### config.mk
export PLATFORM = sky130hd
export DESIGN_NAME = sdram_frame_scheduler
export DESIGN_NICKNAME = d
export VERILOG_FILES = /design/src/rtl/sdram_sched_pkg.sv /design/src/rtl/sdram_wr_stream.sv /design/src/rtl/sdram_frame_scheduler.sv
export SDC_FILE = /design/constraint.sdc
export NUM_CORES = 1
export LEC_CHECK = 0
export CAP_MARGIN = 20
export CORE_UTILIZATION = 40
export DETAILED_ROUTE_END_ITERATION = 12
export PLACE_DENSITY = 0.72
export SLEW_MARGIN = 20
export SYNTH_ARGS = -nofsm -noshare
export SYNTH_HDL_FRONTEND = slang
export SYNTH_HIERARCHICAL = 1
export SYNTH_SLANG_ARGS = --single-unit
### constraint.sdc
create_clock -name clk -period 2.7 [get_ports clk]
set_clock_uncertainty 0.1 [all_clocks]
set_input_delay 0.54 -clock clk [delete_from_list [all_inputs] [get_ports clk]]
set_output_delay 0.54 -clock clk [all_outputs]
set_load 0.005 [all_outputs]
### src/rtl/sdram_sched_pkg.sv
`default_nettype none
// ============================================================================
//  Module   : sdram_sched_pkg
//  Purpose  : Shared types and widths for the SDRAM frame scheduler.
//  Revision : 1.0 - initial release
// ============================================================================
package sdram_sched_pkg;

   localparam int SDRAM_AW = 25;   // SDRAM word address width
   localparam int SDRAM_DW = 16;   // SDRAM data width

   typedef enum logic [1:0] {
      R_IDLE = 2'd0,
      R_LOAD = 2'd1,
      R_POP  = 2'd2,
      R_DONE = 2'd3
   } rd_state_t;

   typedef enum logic [1:0] {
      W_IDLE   = 2'd0,
      W_GAP    = 2'd1,
      W_LOAD   = 2'd2,
      W_STREAM = 2'd3
   } wr_state_t;

endpackage
`default_nettype wire

### src/rtl/sdram_wr_stream.sv
`default_nettype none
// ============================================================================
//  Module   : sdram_wr_stream
//  Purpose  : Game-writer side of the scheduler. Loads the SDRAM write FIFO
//             address, then streams contiguous words; a non-contiguous address
//             waits LD_GAP idle cycles so the FIFO drains before re-loading.
//  Revision : 1.0 - initial release
// ============================================================================
module sdram_wr_stream
   import sdram_sched_pkg::*;
#(
   parameter logic [SDRAM_AW-1:0] FB_BASE = 25'h000000,
   parameter int                  LD_GAP  = 64
)(
   input  logic                clk,
   input  logic                reset,
   input  logic                i_gw_valid,
   input  logic [SDRAM_AW-1:0] i_gw_addr,
   input  logic [SDRAM_DW-1:0] i_gw_data,
   input  logic                i_wr_full,
   input  logic                i_block,
   output logic                o_gw_ready,
   output logic                o_write_ld,
   output logic                o_write_req,
   output logic [SDRAM_AW-1:0] o_writeaddr,
   output logic [SDRAM_DW-1:0] o_writedata
);

   localparam int            c_GW       = (LD_GAP < 1) ? 1 : $clog2(LD_GAP + 1);
   localparam logic [c_GW-1:0] c_GAP_INIT = c_GW'(LD_GAP);

   wr_state_t           r_state, w_state_nxt;
   logic [c_GW-1:0]     r_gap;
   logic [SDRAM_AW-1:0] r_wr_next;
   logic [SDRAM_AW-1:0] r_writeaddr;
   logic [SDRAM_DW-1:0] r_writedata;
   logic                r_write_req;
   logic                w_gw_ready;
   logic                w_write_ld;
   logic                w_mismatch;

   // Next-state and handshake decode
   always_comb begin
      w_state_nxt = r_state;
      w_gw_ready  = 1'b0;
      w_write_ld  = 1'b0;
      w_mismatch  = 1'b0;
      case (r_state)
         W_IDLE:   if (i_gw_valid) w_state_nxt = W_LOAD;
         W_GAP:    if (r_gap == '0) w_state_nxt = W_LOAD;
         W_LOAD: begin
            w_write_ld  = 1'b1;
            w_state_nxt = W_STREAM;
         end
         W_STREAM: begin
            w_mismatch = i_gw_valid && (i_gw_addr != r_wr_next);
            w_gw_ready = i_gw_valid && (i_gw_addr == r_wr_next) && !i_wr_full && !i_block;
            if (w_mismatch) w_state_nxt = W_GAP;
         end
         default:  w_state_nxt = W_IDLE;
      endcase
   end

   // State, gap counter, address tracking and FIFO push register
   always_ff @(posedge clk) begin
      if (reset) begin
         r_state     <= W_IDLE;
         r_gap       <= '0;
         r_wr_next   <= FB_BASE;
         r_writeaddr <= FB_BASE;
         r_writedata <= '0;
         r_write_req <= 1'b0;
      end else begin
         r_state     <= w_state_nxt;
         r_write_req <= w_gw_ready;
         if (w_gw_ready) begin
            r_writedata <= i_gw_data;
            r_wr_next   <= r_wr_next + 1'b1;
         end
         // Address is captured on entry to W_LOAD so write_ld and writeaddr coincide
         if (w_state_nxt == W_LOAD && r_state != W_LOAD)
            r_writeaddr <= i_gw_addr;
         if (r_state == W_LOAD)
            r_wr_next <= r_writeaddr;
         if (w_mismatch)
            r_gap <= c_GAP_INIT;
         else if (r_state == W_GAP && r_gap != '0)
            r_gap <= r_gap - 1'b1;
      end
   end

   assign o_gw_ready  = w_gw_ready;
   assign o_write_ld  = w_write_ld;
   assign o_write_req = r_write_req;
   assign o_writeaddr = r_writeaddr;
   assign o_writedata = r_writedata;

endmodule
`default_nettype wire

### src/rtl/sdram_frame_scheduler.sv
`default_nettype none
// ============================================================================
//  Module   : sdram_frame_scheduler
//  Purpose  : Drives the Sdram_Control FIFO ports: per-line prefetch into the
//             VGA line buffer plus a streaming game-writer port.
//  Options  : SDRAM_SCHED_STATS_EN adds overrun / write-stall counters.
//  Revision : 1.0 - initial release
// ============================================================================
module sdram_frame_scheduler
   import sdram_sched_pkg::*;
#(
   parameter logic [SDRAM_AW-1:0] FB_BASE     = 25'h000000,
   parameter int                  LINE_WORDS  = 320,
   parameter int                  LB_AW       = 9,
   parameter int                  LD_GAP      = 64,
   parameter bit                  BLOCK_WR_PF = 1'b1
)(
   input  logic                clk,
   input  logic                reset,
   input  logic                i_line_start,
   input  logic [9:0]          i_line_num,
   input  logic                i_gw_valid,
   output logic                o_gw_ready,
   input  logic [SDRAM_AW-1:0] i_gw_addr,
   input  logic [SDRAM_DW-1:0] i_gw_data,
   output logic                o_lb_we,
   output logic [LB_AW-1:0]    o_lb_addr,
   output logic [SDRAM_DW-1:0] o_lb_wdata,
   output logic                o_line_done,
   output logic                o_overrun,
`ifdef SDRAM_SCHED_STATS_EN
   output logic [15:0]         o_stat_overruns,
   output logic [15:0]         o_stat_wr_stalls,
`endif
   output logic                o_write_ld,
   output logic                o_write_req,
   output logic [SDRAM_AW-1:0] o_writeaddr,
   output logic [SDRAM_DW-1:0] o_writedata,
   input  logic                i_wr_full,
   output logic                o_read_ld,
   output logic                o_read_req,
   output logic [SDRAM_AW-1:0] o_readaddr,
   input  logic [SDRAM_DW-1:0] i_readdata,
   input  logic                i_rd_empty
);

   localparam logic [LB_AW:0] c_LINE_WORDS = (LB_AW + 1)'(LINE_WORDS);

   rd_state_t           r_rd_state, w_rd_state_nxt;
   logic [LB_AW:0]      r_rcnt;
   logic [SDRAM_AW-1:0] r_readaddr;
   logic                r_lb_we;
   logic [LB_AW-1:0]    r_lb_addr;
   logic                r_overrun;
   logic                w_read_req;
   logic                w_rd_busy;
   logic                w_gw_ready;
   logic                w_overrun_evt;

   assign w_rd_busy     = (r_rd_state == R_LOAD) || (r_rd_state == R_POP);
   assign w_overrun_evt = i_line_start && w_rd_busy;

   // Read FSM next state; a new line_start always wins and restarts the fetch
   always_comb begin
      w_rd_state_nxt = r_rd_state;
      w_read_req     = 1'b0;
      case (r_rd_state)
         R_IDLE: ;
         R_LOAD: w_rd_state_nxt = R_POP;
         R_POP: begin
            w_read_req = !i_rd_empty && (r_rcnt < c_LINE_WORDS);
            // rcnt reaches the line length in the cycle of the final lb_we
            if (r_rcnt == c_LINE_WORDS) w_rd_state_nxt = R_DONE;
         end
         R_DONE: w_rd_state_nxt = R_IDLE;
         default: w_rd_state_nxt = R_IDLE;
      endcase
      if (i_line_start) w_rd_state_nxt = R_LOAD;
   end

   // Read state, word counter, line address and line-buffer write pipeline
   always_ff @(posedge clk) begin
      if (reset) begin
         r_rd_state <= R_IDLE;
         r_rcnt     <= '0;
         r_readaddr <= FB_BASE;
         r_lb_we    <= 1'b0;
         r_lb_addr  <= '0;
         r_overrun  <= 1'b0;
      end else begin
         r_rd_state <= w_rd_state_nxt;
         // A read issued in the same cycle as line_start still lands in the buffer
         r_lb_we    <= w_read_req;
         if (w_read_req) r_lb_addr <= r_rcnt[LB_AW-1:0];
         if (i_line_start) begin
            r_rcnt     <= '0;
            r_readaddr <= FB_BASE + SDRAM_AW'(i_line_num) * SDRAM_AW'(LINE_WORDS);
         end else if (w_read_req) begin
            r_rcnt <= r_rcnt + 1'b1;
         end
         if (w_overrun_evt) r_overrun <= 1'b1;
      end
   end

   sdram_wr_stream #(
      .FB_BASE (FB_BASE),
      .LD_GAP  (LD_GAP)
   ) u_wr_stream (
      .clk         (clk),
      .reset       (reset),
      .i_gw_valid  (i_gw_valid),
      .i_gw_addr   (i_gw_addr),
      .i_gw_data   (i_gw_data),
      .i_wr_full   (i_wr_full),
      .i_block     (BLOCK_WR_PF && w_rd_busy),
      .o_gw_ready  (w_gw_ready),
      .o_write_ld  (o_write_ld),
      .o_write_req (o_write_req),
      .o_writeaddr (o_writeaddr),
      .o_writedata (o_writedata)
   );

`ifdef SDRAM_SCHED_STATS_EN
   logic [15:0] r_stat_overruns;
   logic [15:0] r_stat_wr_stalls;

   // Saturating event counters
   always_ff @(posedge clk) begin
      if (reset) begin
         r_stat_overruns  <= '0;
         r_stat_wr_stalls <= '0;
      end else begin
         if (w_overrun_evt && r_stat_overruns != 16'hFFFF)
            r_stat_overruns <= r_stat_overruns + 1'b1;
         if (i_gw_valid && !w_gw_ready && r_stat_wr_stalls != 16'hFFFF)
            r_stat_wr_stalls <= r_stat_wr_stalls + 1'b1;
      end
   end

   assign o_stat_overruns  = r_stat_overruns;
   assign o_stat_wr_stalls = r_stat_wr_stalls;
`endif

   assign o_gw_ready  = w_gw_ready;
   assign o_read_ld   = (r_rd_state == R_LOAD);
   assign o_read_req  = w_read_req;
   assign o_readaddr  = r_readaddr;
   assign o_line_done = (r_rd_state == R_DONE);
   assign o_overrun   = r_overrun;
   assign o_lb_we     = r_lb_we;
   assign o_lb_addr   = r_lb_addr;
   assign o_lb_wdata  = r_lb_we ? i_readdata : '0;

endmodule
`default_nettype wire

# After elaboration in Yosys (flattened, before gate mapping)
# Cells that the tools add are included.
[classes]
add_sub_neg = 3
n_lt_le_gt_ge = 1
mux = 16
reduce_logical = 23
mul = 1
n_eq_ne = 13
[op_table]
columns = ["operator", "count"]
rows = [
  ["25-bit 2-to-1 mux", 2],
  ["25-bit by 1-bit adder with 25-bit output, second input constant", 1],
  ["25-bit == test", 1],
  ["25-bit != test", 1],
  ["16-bit 2-to-1 mux", 1],
  ["7-bit 2-to-1 mux", 2],
  ["10-bit by 3-bit multiplier with 13-bit output, second input constant", 1],
  ["10-bit by 1-bit adder with 10-bit output, second input constant", 1],
  ["10-bit by 9-bit == test with 1-bit output, second input constant", 1],
  ["2-bit == test, second input constant", 5],
  ["10-bit by 9-bit less-than comparator with 1-bit output, second input constant", 1],
  ["1-bit logical AND", 8],
  ["2-bit 2-to-1 mux", 4],
  ["2-bit case mux with 4 select lines", 1],
  ["7-bit logical NOT", 1],
  ["7-bit nonzero test", 1],
  ["7-bit by 1-bit subtractor with 7-bit output, second input constant", 1],
  ["2-bit case mux with 3 select lines", 1],
  ["1-bit 2-to-1 mux", 5],
  ["2-bit by 1-bit == test with 1-bit output, second input constant", 2],
  ["2-bit AND reduction", 2],
  ["2-bit nonzero test", 2],
  ["4-bit nonzero test", 1],
  ["2-bit OR reduction", 2],
  ["7 further kinds", 9],
]
[word_totals]
wordCells = 71
output_inout_bits = 99
register_bits = 112
input_bits = 73

# Depth between registers and ports, before layout
[depth]
depth_word = 7
mapped_depth = 11
depth_no_buf = 9

# Hierarchy
# The synthesis kept the hierarchy.
[by_module_without_submodules]
columns = ["module", "seq_area_each_um2", "area_per_inst_um2", "cells_per_inst", "instances"]
rows = [
  ["sdram_wr_stream", 1521.5, 3634.7, 473, 1],
  ["sdram_frame_scheduler", 720.7, 2142.1, 252, 1],
]

# Worst setup path before layout
# Ideal clock, no wire load.
[synth_timing]
path_kind = "reg-to-output"
startpoint = "register r_rd_state[0]"
endpoint = "output o_gw_ready"
t_required_ns = 2.060
path_slack_ns = -0.206
path_stages_with_launch = 10
arrival_time_ns = 2.266
path_buffers = 2
path_cell_list = "dfxtp_1 > inv_1 > ha_1 > inv_1 > or3_1 > or4_1 > or3_1 > buf_2 > inv_2 > buf_2"
[synth_via]
elab_chain_cells = 5
word_cells_on_any_way = 6
cone_classes = "eq/ne: 2; mux: 1; reduce/logical: 3"
[synth_rtl]
columns = ["element", "line_no", "rtl"]
rows = [
  ["start, declared", "sdram_frame_scheduler.sv:49", "rd_state_t r_rd_state, w_rd_state_nxt;"],
  ["start signal, assigned", "sdram_frame_scheduler.sv:91", "r_rd_state <= w_rd_state_nxt;"],
  ["2-bit by 1-bit == test with 1-bit output / 2-bit == test (equally long branches)", "sdram_frame_scheduler.sv:60", "assign w_rd_busy = (r_rd_state == R_LOAD) || (r_rd_state == R_POP);"],
  ["1-bit logical OR *", "sdram_frame_scheduler.sv:60", ""],
  ["net w_rd_busy", "sdram_frame_scheduler.sv:56", "logic w_rd_busy;"],
  ["1-bit logical NOT *", "sdram_wr_stream.sv:57", "w_gw_ready = i_gw_valid && (i_gw_addr == r_wr_next) && !i_wr_full && !i_block;"],
  ["1-bit logical AND *", "sdram_wr_stream.sv:57", ""],
  ["1-bit 2-to-1 mux *", "sdram_wr_stream.sv:48", "case (r_state)"],
  ["end, declared", "sdram_frame_scheduler.sv:23", "output logic o_gw_ready,"],
]
# The timed path passes the listed nets; every way through them passes the cells marked *.

# Worst setup path after layout
[layout_timing]
startpoint = "input i_gw_addr[5]"
endpoint = "output o_gw_ready"
[layout_via]
elab_chain_cells = 5
[layout_rtl]
columns = ["element", "line_no", "rtl"]
rows = [
  ["start, declared", "sdram_frame_scheduler.sv:24", "input logic [SDRAM_AW-1:0] i_gw_addr,"],
  ["25-bit == test", "sdram_wr_stream.sv:57", ""],
  ["1-bit logical AND (3 in series)", "sdram_wr_stream.sv:57", ""],
  ["1-bit 2-to-1 mux", "sdram_wr_stream.sv:48", ""],
]
# No other way between the ends.

==> flow_summary.ini <==
[place]
placed_area_sq_um = 7930
hpwl_microns = 11500
globalplace.congestion = 0.816
port_buffers = 159

[synthesis]
synth_top_area_share_pct = 38.8
synth_top_family_by_area = simple AND/OR/NAND/NOR gates
synth_fa_ha_area_share_pct = 5.76
syn_area_sq_um = 5780
synth-simple-area-share_pct = 26.0
ys_seq_area_share_pct = 38.8
yosysTopAreaCell = dfxtp_1
synthMuxAreaShare_pct = 0.866
synth-compound-area-share_pct = 17.1
netlist_instances = 725
synth_flop_cell = dfxtp_1
post_synth.cell_area_avg_sq_um = 7.97
synth_xor_area_share_pct = 5.61
yosysWarningCount = 6
synth_edf_count = 0
ys_ff_latch = 112
synth.distinct_cells = 60
async_flop_share_pct = 0
synth.area.top_cells = dfxtp_1 39%, nand2_1 9.6%, a21oi_1 5.6%

[cts]
htreeDepth = 3
cts_root_buffer = clkbuf_16
clockBufferDepth = 2
cts_inserted_buffers = 9
worst_skew_pair.late_latency_ns = 0.36
cts_tree = yes
cts_hold_buffers = 0
path_clk_slew_ns = 0.07
cts.sinks = 112

[layout]
drive_gt1_share_pct = 13.6
nNetsFinal = 1029
diodes = 0
syn_to_final_growth_pct = 46.5
finalInstanceArea_sq_um = 8460
utilization_pct = 60.5

[drt]
vias = 5769
drt_iter0_markers = 345
route.detailed.drc = 0
drtPass1Iterations = 5
wl_microns = 16300
wl_per_cell_microns = 14.6
ant_nets = 0
viasPerCell = 5.17

[critical_path]
arrival_ns = 2.39
crit_fanout = 2
cp_slowest_cell = clkdlybuf4s50_1
cp-end-kind = output pin
cp_slowest_stage_delay_ns = 0.47
criticalPathCategory = primary input to output pin
required_ns = 2.06
worstPathCellList = clkdlybuf4s50_1 > xnor2_2 > nand4_1 > or4_1 > or3_4 > inv_4 > buf_6
cp-start-kind = primary input

[power]
power_frac_seq_pct = 45.0
internal_power_mw = 2.93
p_comb_share_pct = 23.4
ir_worst_vdd_mv = 0.422
swShare_pct = 28.2
p_leak_nw = 3.29
finalPower_mw = 4.08
p_clk_share_pct = 31.7
switching_power_mw = 1.15
p_per_area_nw_per_um2 = 482

[global_routing]
met2_usage_pct = 35.3
grt_max_degree = 45
met1_usage_pct = 28.7
grt_use_met3_pct = 4.73
grt_pass1_vias = 5154
overflow = 0
grt_pass1_wl_microns = 25400
grt-busiest-layer = met2
globalRouteTotalUtil_pct = 21.5
grt_antenna_before_repair = 0

[sta]
whs_ns = 0.351
setup_viol = 41
period_share_pct = 112
drv_slew = 0
setup_tns_ns = -3.88
max_freq_ghz = 0.330
final_hold_viol_count = 0
rsz0062_at_grt = yes
worst_pin_slew_ns = 0.507
worst_slack_ns = -0.334
post-route-min-period_ns = 3.03
relSlewSlack_pct = 66.1

[floorplan]
dieArea_sq_um = 14900
rows = 43
die_h_microns = 122
pin_count = 172
initial_core_util_pct = 41.3
design.core.area_sq_um = 14000
die_w_microns = 122

[status]
status = complete, but fails checks
violations = negative setup slack

[hold_path]
worstHoldPathType = flip-flop to flip-flop

[job]
maxCapViolCount = 0
==> power by group through the flow <==
stage	clock network, mW	registers, mW	logic, mW
after floorplan	0	1.87	0.428
after global placement	0	1.87	0.906
after detailed placement	0	1.87	0.914
after CTS	1.33	1.83	0.927
after global routing	1.39	1.85	1.04
final	1.29	1.83	0.953
==> routing by layer <==
metal  vias to the layer above  wire length, microns
met1                      2699                  7410
met3                        13                   770
met5                         -                     0
met2                       149                  7960
li1                       2908                     -
met4                         0                   179
==> path summary, 6_finish.rpt <==
kind / startpoint / endpoint / slack, ns / cells past startpoint
worst max-delay path: i_gw_addr[5] / o_gw_ready / -0.33 / 7
worst min-delay path: u_wr_stream/o_writedata[9]$_SDFFE_PP0P_ / u_wr_stream/o_writedata[9]$_SDFFE_PP0P_ / 0.35 / 2
worst max register to register: r_rd_state[0]$_SDFFE_PP0P_ / u_wr_stream/r_wr_next[19]$_SDFFE_PP0P_ / -0.23 / 10
worst min register to register: u_wr_stream/o_writedata[9]$_SDFFE_PP0P_ / u_wr_stream/o_writedata[9]$_SDFFE_PP0P_ / 0.35 / 2
==> sequential cells by signal, summed over array words and instances (netlist names) <==
register / cells
r_rd_state: 2
u_wr_stream/r_wr_next: 25
u_wr_stream/o_writedata: 16
o_lb_addr: 9
u_wr_stream/r_state: 2
o_overrun: 1
u_wr_stream/o_writeaddr: 25
r_rcnt: 10
u_wr_stream/r_gap: 7
o_lb_we: 1
o_readaddr: 13
u_wr_stream/o_write_req: 1
==> worst max-delay path, delay by kind of cell <==
| family | cells | cell delay [ns] |
|---|---|---|
| and+or+nand+nor | 3 | 1.00 |
| buffers and inverters | 3 | 0.64 |
| xor gates and xnor gates | 1 | 0.22 |
==> through the flow <==
stage          std cells  setup slack, ns
5_1_grt             1115           -0.361
3_3_place_gp        1093           -0.872
2_1_floorplan        736           -0.101
4_1_cts             1109           -0.426
6_report            1115           -0.334
3_5_place_dp        1093           -0.851
==> synth_stat cells, types with 16 or more instances <==
cell / instances
a21oi_1: 65
ha_1: 25
xnor2_1: 17
clkbuf_1: 30
nand2_1: 148
nand3_1: 19
nor2_1: 46
xor2_1: 20
dfxtp_1: 112
and2_1: 27
a31oi_1: 16
inv_1: 20
==> cell type report <==
type	instances	area (sq um)
repair buffers	235	2230
clock buffers	12	256
fillers	1306	5520
well taps	180	225
clock inverters	4	27.5
flip-flops and latches	112	2240
inverters	22	85.1
multi-input cells	550	3390
==> timing repair <==
item | 4_1_cts | 5_1_grt
setup endpoints to repair | 44 | 45
setup buffers | 0 | 5
gates resized for setup | 19 | 32
pin swaps | 8 | 18
cloned | 0 | 1
==> cells in the final DEF (no fill, tap or decap), types with 4 or more instances in the layout <==
master / netlist / final
dfxtp_1: 112 / 111
a211oi_1: 12 / 11
nor2_1: 46 / 46
dlygate4sd2_1: 0 / 4
nand2b_1: 4 / 4
nor4_1: 6 / 4
a31oi_1: 16 / 16
and3_1: 8 / 8
o31ai_1: 8 / 8
dlymetal6s2s_1: 0 / 9
or4_1: 11 / 8
a311oi_1: 7 / 5
nand4_1: 12 / 12
inv_1: 20 / 18
nand3_1: 19 / 19
nand2_1: 148 / 148
conb_1: 1 / 12
and2_1: 27 / 27
ha_1: 25 / 22
and4_1: 5 / 5
or3_1: 9 / 7
o21ai_0: 13 / 12
clkbuf_16: 0 / 10
xor2_1: 20 / 19
buf_4: 12 / 73
mux2i_1: 5 / 5
nor3_1: 10 / 8
clkdlybuf4s50_1: 0 / 144
a21oi_1: 65 / 65
xnor2_1: 17 / 14
==> kinds of logic (layout without fill, tap and decap cells) <==
family	after synthesis	after routing
adders and majority gates	26	26
buffers and inverters	74	273
muxes	5	5
and+or+nand+nor	315	315
xor gates and xnor gates	37	37
DFF	112	112
other	1	12
AOI/OAI and AO/OA	155	155
No activity file was read; power rests on OpenSTA's default activity.
